### src/rtl/wb_host_if.sv
// Bundle of the command, response and Wishbone initiator signals around wb_host.
// The master modport is the wb_host view; slave is the command source plus bus responder.
`ifndef WB_WIDTH
`define WB_WIDTH 32
`endif

interface wb_host_if;
    logic                 cmd_valid;
    logic                 cmd_ready;
    logic                 cmd_we;
    logic [`WB_WIDTH-1:0] cmd_adr;
    logic [`WB_WIDTH-1:0] cmd_dat;

    logic                 rsp_valid;
    logic                 rsp_ready;
    logic [`WB_WIDTH-1:0] rsp_dat;
    logic                 rsp_err;

    logic                 wbm_cyc_o;
    logic                 wbm_stb_o;
    logic                 wbm_we_o;
    logic [`WB_WIDTH-1:0] wbm_adr_o;
    logic [`WB_WIDTH-1:0] wbm_dat_o;
    logic                 wbm_ack_i;
    logic [`WB_WIDTH-1:0] wbm_dat_i;

    modport master (
        input  cmd_valid, cmd_we, cmd_adr, cmd_dat, rsp_ready, wbm_ack_i, wbm_dat_i,
        output cmd_ready, rsp_valid, rsp_dat, rsp_err,
        output wbm_cyc_o, wbm_stb_o, wbm_we_o, wbm_adr_o, wbm_dat_o
    );

    modport slave (
        output cmd_valid, cmd_we, cmd_adr, cmd_dat, rsp_ready, wbm_ack_i, wbm_dat_i,
        input  cmd_ready, rsp_valid, rsp_dat, rsp_err,
        input  wbm_cyc_o, wbm_stb_o, wbm_we_o, wbm_adr_o, wbm_dat_o
    );
endinterface

### src/rtl/wb_host.sv
// Wishbone classic initiator: one valid/ready command becomes one bus transaction,
// bounded by a TIMEOUT-cycle ACK wait, and yields exactly one response.
`ifndef WB_WIDTH
`define WB_WIDTH 32
`endif

module wb_host #(
    parameter int TIMEOUT = 15
) (
    input  logic   wb_clk_i,
    input  logic   wb_rstn_i,
    wb_host_if.master bus
);

    typedef enum logic [1:0] {
        IDLE = 2'd0,
        BUS  = 2'd1,
        RESP = 2'd2
    } state_t;

    localparam logic [7:0] LAST_CNT = 8'(TIMEOUT - 1);

    state_t               state_q;
    state_t               state_next;

    logic                 ready_q;
    logic                 cyc_q;
    logic                 we_q;
    logic [`WB_WIDTH-1:0] adr_q;
    logic [`WB_WIDTH-1:0] dat_q;
    logic [7:0]           cnt_q;

    logic                 rsp_valid_q;
    logic [`WB_WIDTH-1:0] rsp_dat_q;
    logic                 rsp_err_q;

    logic                 accept;
    logic                 ack_hit;
    logic                 expire;
    logic                 consume;

    always_ff @(posedge wb_clk_i or negedge wb_rstn_i) begin
        if (!wb_rstn_i) begin
            state_q <= IDLE;
        end else begin
            state_q <= state_next;
        end
    end

    // ACK is checked before the counter so an ACK in the last allowed cycle still succeeds.
    always_comb begin
        state_next = state_q;
        accept     = 1'b0;
        ack_hit    = 1'b0;
        expire     = 1'b0;
        consume    = 1'b0;
        case (state_q)
            IDLE: begin
                if (ready_q && bus.cmd_valid) begin
                    accept     = 1'b1;
                    state_next = BUS;
                end
            end
            BUS: begin
                if (bus.wbm_ack_i) begin
                    ack_hit    = 1'b1;
                    state_next = RESP;
                end else if (cnt_q == LAST_CNT) begin
                    expire     = 1'b1;
                    state_next = RESP;
                end
            end
            RESP: begin
                if (bus.rsp_ready) begin
                    consume    = 1'b1;
                    state_next = IDLE;
                end
            end
            default: begin
                state_next = IDLE;
            end
        endcase
    end

    // Bus lines are cleared on leaving BUS so an idle bus reads as all zeros.
    always_ff @(posedge wb_clk_i or negedge wb_rstn_i) begin
        if (!wb_rstn_i) begin
            ready_q <= 1'b0;
            cyc_q   <= 1'b0;
            we_q    <= 1'b0;
            adr_q   <= '0;
            dat_q   <= '0;
            cnt_q   <= '0;
        end else begin
            ready_q <= (state_next == IDLE);
            if (accept) begin
                cyc_q <= 1'b1;
                we_q  <= bus.cmd_we;
                adr_q <= bus.cmd_adr;
                dat_q <= bus.cmd_dat;
                cnt_q <= '0;
            end else if (ack_hit || expire) begin
                cyc_q <= 1'b0;
                we_q  <= 1'b0;
                adr_q <= '0;
                dat_q <= '0;
            end else if (state_q == BUS) begin
                cnt_q <= cnt_q + 8'd1;
            end
        end
    end

    always_ff @(posedge wb_clk_i or negedge wb_rstn_i) begin
        if (!wb_rstn_i) begin
            rsp_valid_q <= 1'b0;
            rsp_dat_q   <= '0;
            rsp_err_q   <= 1'b0;
        end else begin
            if (ack_hit) begin
                rsp_valid_q <= 1'b1;
                rsp_dat_q   <= we_q ? '0 : bus.wbm_dat_i;
                rsp_err_q   <= 1'b0;
            end else if (expire) begin
                rsp_valid_q <= 1'b1;
                rsp_dat_q   <= '0;
                rsp_err_q   <= 1'b1;
            end else if (consume) begin
                rsp_valid_q <= 1'b0;
                rsp_dat_q   <= '0;
                rsp_err_q   <= 1'b0;
            end
        end
    end

    assign bus.cmd_ready = ready_q;
    assign bus.rsp_valid = rsp_valid_q;
    assign bus.rsp_dat   = rsp_dat_q;
    assign bus.rsp_err   = rsp_err_q;
    assign bus.wbm_cyc_o = cyc_q;
    assign bus.wbm_stb_o = cyc_q;
    assign bus.wbm_we_o  = we_q;
    assign bus.wbm_adr_o = adr_q;
    assign bus.wbm_dat_o = dat_q;

endmodule

### src/flat_wrapper.sv
// flat-port wrapper written by rule: the top's interface ports become plain ports
module wb_host_flat 
#(
    parameter int TIMEOUT = 15
)
  (wb_clk_i, wb_rstn_i, bus_cmd_valid, bus_cmd_we, bus_cmd_adr, bus_cmd_dat, bus_rsp_ready, bus_wbm_ack_i, bus_wbm_dat_i, bus_cmd_ready, bus_rsp_valid, bus_rsp_dat, bus_rsp_err, bus_wbm_cyc_o, bus_wbm_stb_o, bus_wbm_we_o, bus_wbm_adr_o, bus_wbm_dat_o);
  wb_host_if bus_i ();
  input  logic wb_clk_i;
  input  logic wb_rstn_i;
  input wire logic [$bits(bus_i.cmd_valid)-1:0] bus_cmd_valid;
  input wire logic [$bits(bus_i.cmd_we)-1:0] bus_cmd_we;
  input wire logic [$bits(bus_i.cmd_adr)-1:0] bus_cmd_adr;
  input wire logic [$bits(bus_i.cmd_dat)-1:0] bus_cmd_dat;
  input wire logic [$bits(bus_i.rsp_ready)-1:0] bus_rsp_ready;
  input wire logic [$bits(bus_i.wbm_ack_i)-1:0] bus_wbm_ack_i;
  input wire logic [$bits(bus_i.wbm_dat_i)-1:0] bus_wbm_dat_i;
  output wire logic [$bits(bus_i.cmd_ready)-1:0] bus_cmd_ready;
  output wire logic [$bits(bus_i.rsp_valid)-1:0] bus_rsp_valid;
  output wire logic [$bits(bus_i.rsp_dat)-1:0] bus_rsp_dat;
  output wire logic [$bits(bus_i.rsp_err)-1:0] bus_rsp_err;
  output wire logic [$bits(bus_i.wbm_cyc_o)-1:0] bus_wbm_cyc_o;
  output wire logic [$bits(bus_i.wbm_stb_o)-1:0] bus_wbm_stb_o;
  output wire logic [$bits(bus_i.wbm_we_o)-1:0] bus_wbm_we_o;
  output wire logic [$bits(bus_i.wbm_adr_o)-1:0] bus_wbm_adr_o;
  output wire logic [$bits(bus_i.wbm_dat_o)-1:0] bus_wbm_dat_o;
  assign bus_i.cmd_valid = bus_cmd_valid;
  assign bus_i.cmd_we = bus_cmd_we;
  assign bus_i.cmd_adr = bus_cmd_adr;
  assign bus_i.cmd_dat = bus_cmd_dat;
  assign bus_i.rsp_ready = bus_rsp_ready;
  assign bus_i.wbm_ack_i = bus_wbm_ack_i;
  assign bus_i.wbm_dat_i = bus_wbm_dat_i;
  assign bus_cmd_ready = bus_i.cmd_ready;
  assign bus_rsp_valid = bus_i.rsp_valid;
  assign bus_rsp_dat = bus_i.rsp_dat;
  assign bus_rsp_err = bus_i.rsp_err;
  assign bus_wbm_cyc_o = bus_i.wbm_cyc_o;
  assign bus_wbm_stb_o = bus_i.wbm_stb_o;
  assign bus_wbm_we_o = bus_i.wbm_we_o;
  assign bus_wbm_adr_o = bus_i.wbm_adr_o;
  assign bus_wbm_dat_o = bus_i.wbm_dat_o;
  wb_host #(.TIMEOUT(TIMEOUT)) u_core (.wb_clk_i(wb_clk_i), .wb_rstn_i(wb_rstn_i), .bus(bus_i));
endmodule
### config.mk
export PLATFORM = sky130hd
export DESIGN_NAME = wb_host_flat
export DESIGN_NICKNAME = d
export VERILOG_FILES = /design/src/rtl/wb_host_if.sv /design/src/rtl/wb_host.sv /design/src/flat_wrapper.sv
export SDC_FILE = /design/constraint.sdc
export NUM_CORES = 1
export LEC_CHECK = 0
export ABC_AREA = 1
export CORE_ASPECT_RATIO = 2
export CORE_UTILIZATION = 45
export DETAILED_ROUTE_END_ITERATION = 7
export PLACE_DENSITY = 0.94
export SKIP_LAST_GASP = 1
export SLEW_MARGIN = 20
export SYNTH_ARGS = -nofsm -noshare
export SYNTH_HDL_FRONTEND = slang
export SYNTH_SLANG_ARGS = --single-unit
### constraint.sdc
create_clock -name wb_clk_i -period 2.5 [get_ports wb_clk_i]
set_clock_uncertainty 0.1 [all_clocks]
set_input_delay 0.375 -clock wb_clk_i [delete_from_list [all_inputs] [get_ports wb_clk_i]]
set_output_delay 0.375 -clock wb_clk_i [all_outputs]
set_load 0.02 [all_outputs]
==> flow_summary.ini <==
[clock_tree]
htreeDepth = 3
cts.sinks = 111
clock_path_buffers = 2
hold_buffers = 1
postCtsSetupBuffers = 0
worstSkewPairLatency_ps = 340
ctsResizeCount = 0
cts_buffers = 9
cts_tree = done
cts-root-buf = clkbuf_16
clkTransAtPathRegs_ps = 80

[worst_hold_path]
min_path_cells = 2
hold_start = u_core.bus.rsp_valid
hold_end = u_core.bus.rsp_valid
holdCritPathClass = reg -> reg

[final_layout]
layout-drive-gt1-share_pct = 5.42
stdcell_area_um2 = 7160
antenna_cells = 0
nets = 818
area_growth_syn_to_layout_pct = 49.2

[critical_path]
rr_endpoint = u_core.bus.wbm_dat_o[22]
slowest_delay_ps = 420
reg2reg_from = u_core.cnt_q[0]
crit_path_end_kind = register
critPathTopFamily = simple AND/OR/NAND/NOR gates
crit_buf_inv = 2
path_cells = inv_1, ha_1, nand3_2, nor2_4, nand2_4, buf_4, nand4_1, nand2_1
cp_slowest_cell = dfrtp_1
rrSetupSlack_ps = 530
crit_path_start_kind = register
critPathKind = reg -> reg
cp_data_arrival_time_ps = 2100
worst-r2r-cell-count = 8
required_ps = 2630
cp_max_fo = 38

[timing]
fin_crit_ps = 1970
slew_viol_final = 0
slew_headroom_pct = 67.3
setup_viol = 0
finalHoldViolations = 0
min_period_over_period_pct = 78.7
tns_ps = 0
worst_pin_slew_ps = 491
timing.fmax_ghz = 0.508
rsz0062_at_grt = false

[floorplan]
io_pins = 204
die_x_um = 75.0
dieArea_um2 = 11100
rows = 53
start_util_pct = 46.1
core_um2 = 10400
die_y_um = 148

[synth]
avgSynthCellArea_um2 = 9.04
synthTopCellsByArea = dfrtp_1, nand2_1, nand4_1, buf_2, buf_6
yosysWarningCount = 0
synth.largest_area_cell = dfrtp_1
ys_seq_elements = 111
synthDistinctLibCells = 19
synth-edff-count = 0
synth.most_common_cell = nand2_1
ys_top_cells_by_count = nand2_1, dfrtp_1, nand4_1
synth.net_count = 635
synthCells = 531
ys.flop_type = dfrtp_1
ys_async_sr_fraction_pct = 100
netlist.area_leader.share_pct = 57.8
ys_seq_area_share_pct = 57.8
syn_area_um2 = 4800

[detailed_routing]
drc_errors = 0
wl_um = 14300
vias_per_cell = 5.46
vias = 4673
avgRoutedWirePerCell_um = 16.7
drt_iter0_markers = 291
firstDrtPassIters = 7
final_antenna_net_count = 0

[global_routing]
grt_usage_pct = 26.8
antenna_found_initial = 0
grt_pass1_wl_um = 22500
grt_pass1_vias = 4714
grt_max_degree = 57
overflow = 0

[power]
power.leakage_nw = 3.46
power.density_nw_per_um2 = 1170
ir_drop_mv = 0.697

[run_status]
status = complete, no violations

[placement]
dpl_cell_area_um2 = 6870
dp_hpwl_um = 10500
port_buffers = 203
gp_congestion = 0.826

[run]
max_cap_violations = 0
[worst reg2reg max path, stage by stage, from the launching register on]
cell	delay (ps)
dfrtp_1	420
inv_1	110
ha_1	170
nand3_2	90
nor2_4	180
nand2_4	240
buf_4	350
nand4_1	130
nand2_1	70
[metal layers]
layer / GRT usage (%) / up-vias / wire length [um]
met2: 47.1 / 247 / 7720
li1: - / 2155 / -
met1: 27.1 / 2212 / 4710
met4: 19.0 / 0 / 895
met3: 4.95 / 59 / 947
met5: 0 / - / 0
[power by group]
group	leakage (nW)	internal (W)	switching, W
Sequential	1.44	0.00251	0.000455
Combinational	1.89	0.00179	0.00225
Clock	0.135	0.000707	0.000643
Total	3.46	0.00501	0.00335
[worst max-delay path by stage]
stage	start	endpoint	slack (ps)	cells past startpoint
2_1_floorplan	u_core.cnt_q[0]	u_core.bus.rsp_dat[1]	970	9
3_3_place_gp	bus_cmd_valid	u_core.cnt_q[3]	570	6
3_5_place_dp	bus_cmd_valid	u_core.cnt_q[3]	530	6
4_1_cts	u_core.cnt_q[0]	u_core.bus.wbm_dat_o[22]	530	8
5_1_grt	u_core.cnt_q[0]	u_core.bus.wbm_dat_o[24]	320	8
6_report	u_core.cnt_q[0]	u_core.bus.wbm_dat_o[22]	530	8
[placed cells by master (no fill, tap or decap), types with 3 or more instances in the layout]
| cell type | synthesis | final |
|---|---|---|
| clkbuf_16 | 0 | 9 |
| buf_12 | 0 | 3 |
| nor2_1 | 9 | 9 |
| inv_1 | 8 | 8 |
| dfrtp_1 | 111 | 111 |
| nand2_1 | 231 | 229 |
| clkdlybuf4s50_1 | 0 | 202 |
| nand3_1 | 12 | 11 |
| buf_4 | 1 | 10 |
| nor2_2 | 3 | 3 |
| nand4_1 | 102 | 102 |
[through the flow]
step	cells	total power [W]	utilization, %	worst slack [ps]	hold slack, ps
after floorplan	531	0.00498	-	965	-20.6
after global placement	839	0.00684	66.0	571	256
after detailed placement	839	0.00703	66.0	532	270
after CTS	856	0.00841	68.8	534	407
after global routing	856	0.00882	68.8	323	445
final	856	0.00835	68.8	532	404
[kinds of logic after synthesis]
logic type / after synthesis / synth area share [%]
compound gates: 2 / 0.261
xor+xnor: 2 / 0.365
fa+ha+maj: 2 / 0.521
buf+inv: 53 / 6.49
flops: 111 / 57.8
simple gates: 361 / 34.5
[flip-flops by register name (all words and copies together), names as in the netlist]
signal and flops:
u_core.bus.rsp_valid 1, u_core.state_q 2, u_core.bus.rsp_err 1, u_core.bus.wbm_adr_o 32, u_core.bus.cmd_ready 1, u_core.bus.wbm_cyc_o 1
u_core.bus.rsp_dat 32, u_core.bus.wbm_we_o 1, u_core.cnt_q 8, u_core.bus.wbm_dat_o 32
[cell type report]
cell class	count	area (um2)
inverter	9	33.8
fill	791	3250
multi-input combinational	367	1730
tap	137	171
clock inverter	6	42.5
timing repair buffer	216	2170
clock buffer	10	239
sequential	111	2780
No activity file was read; power rests on OpenSTA's default activity.
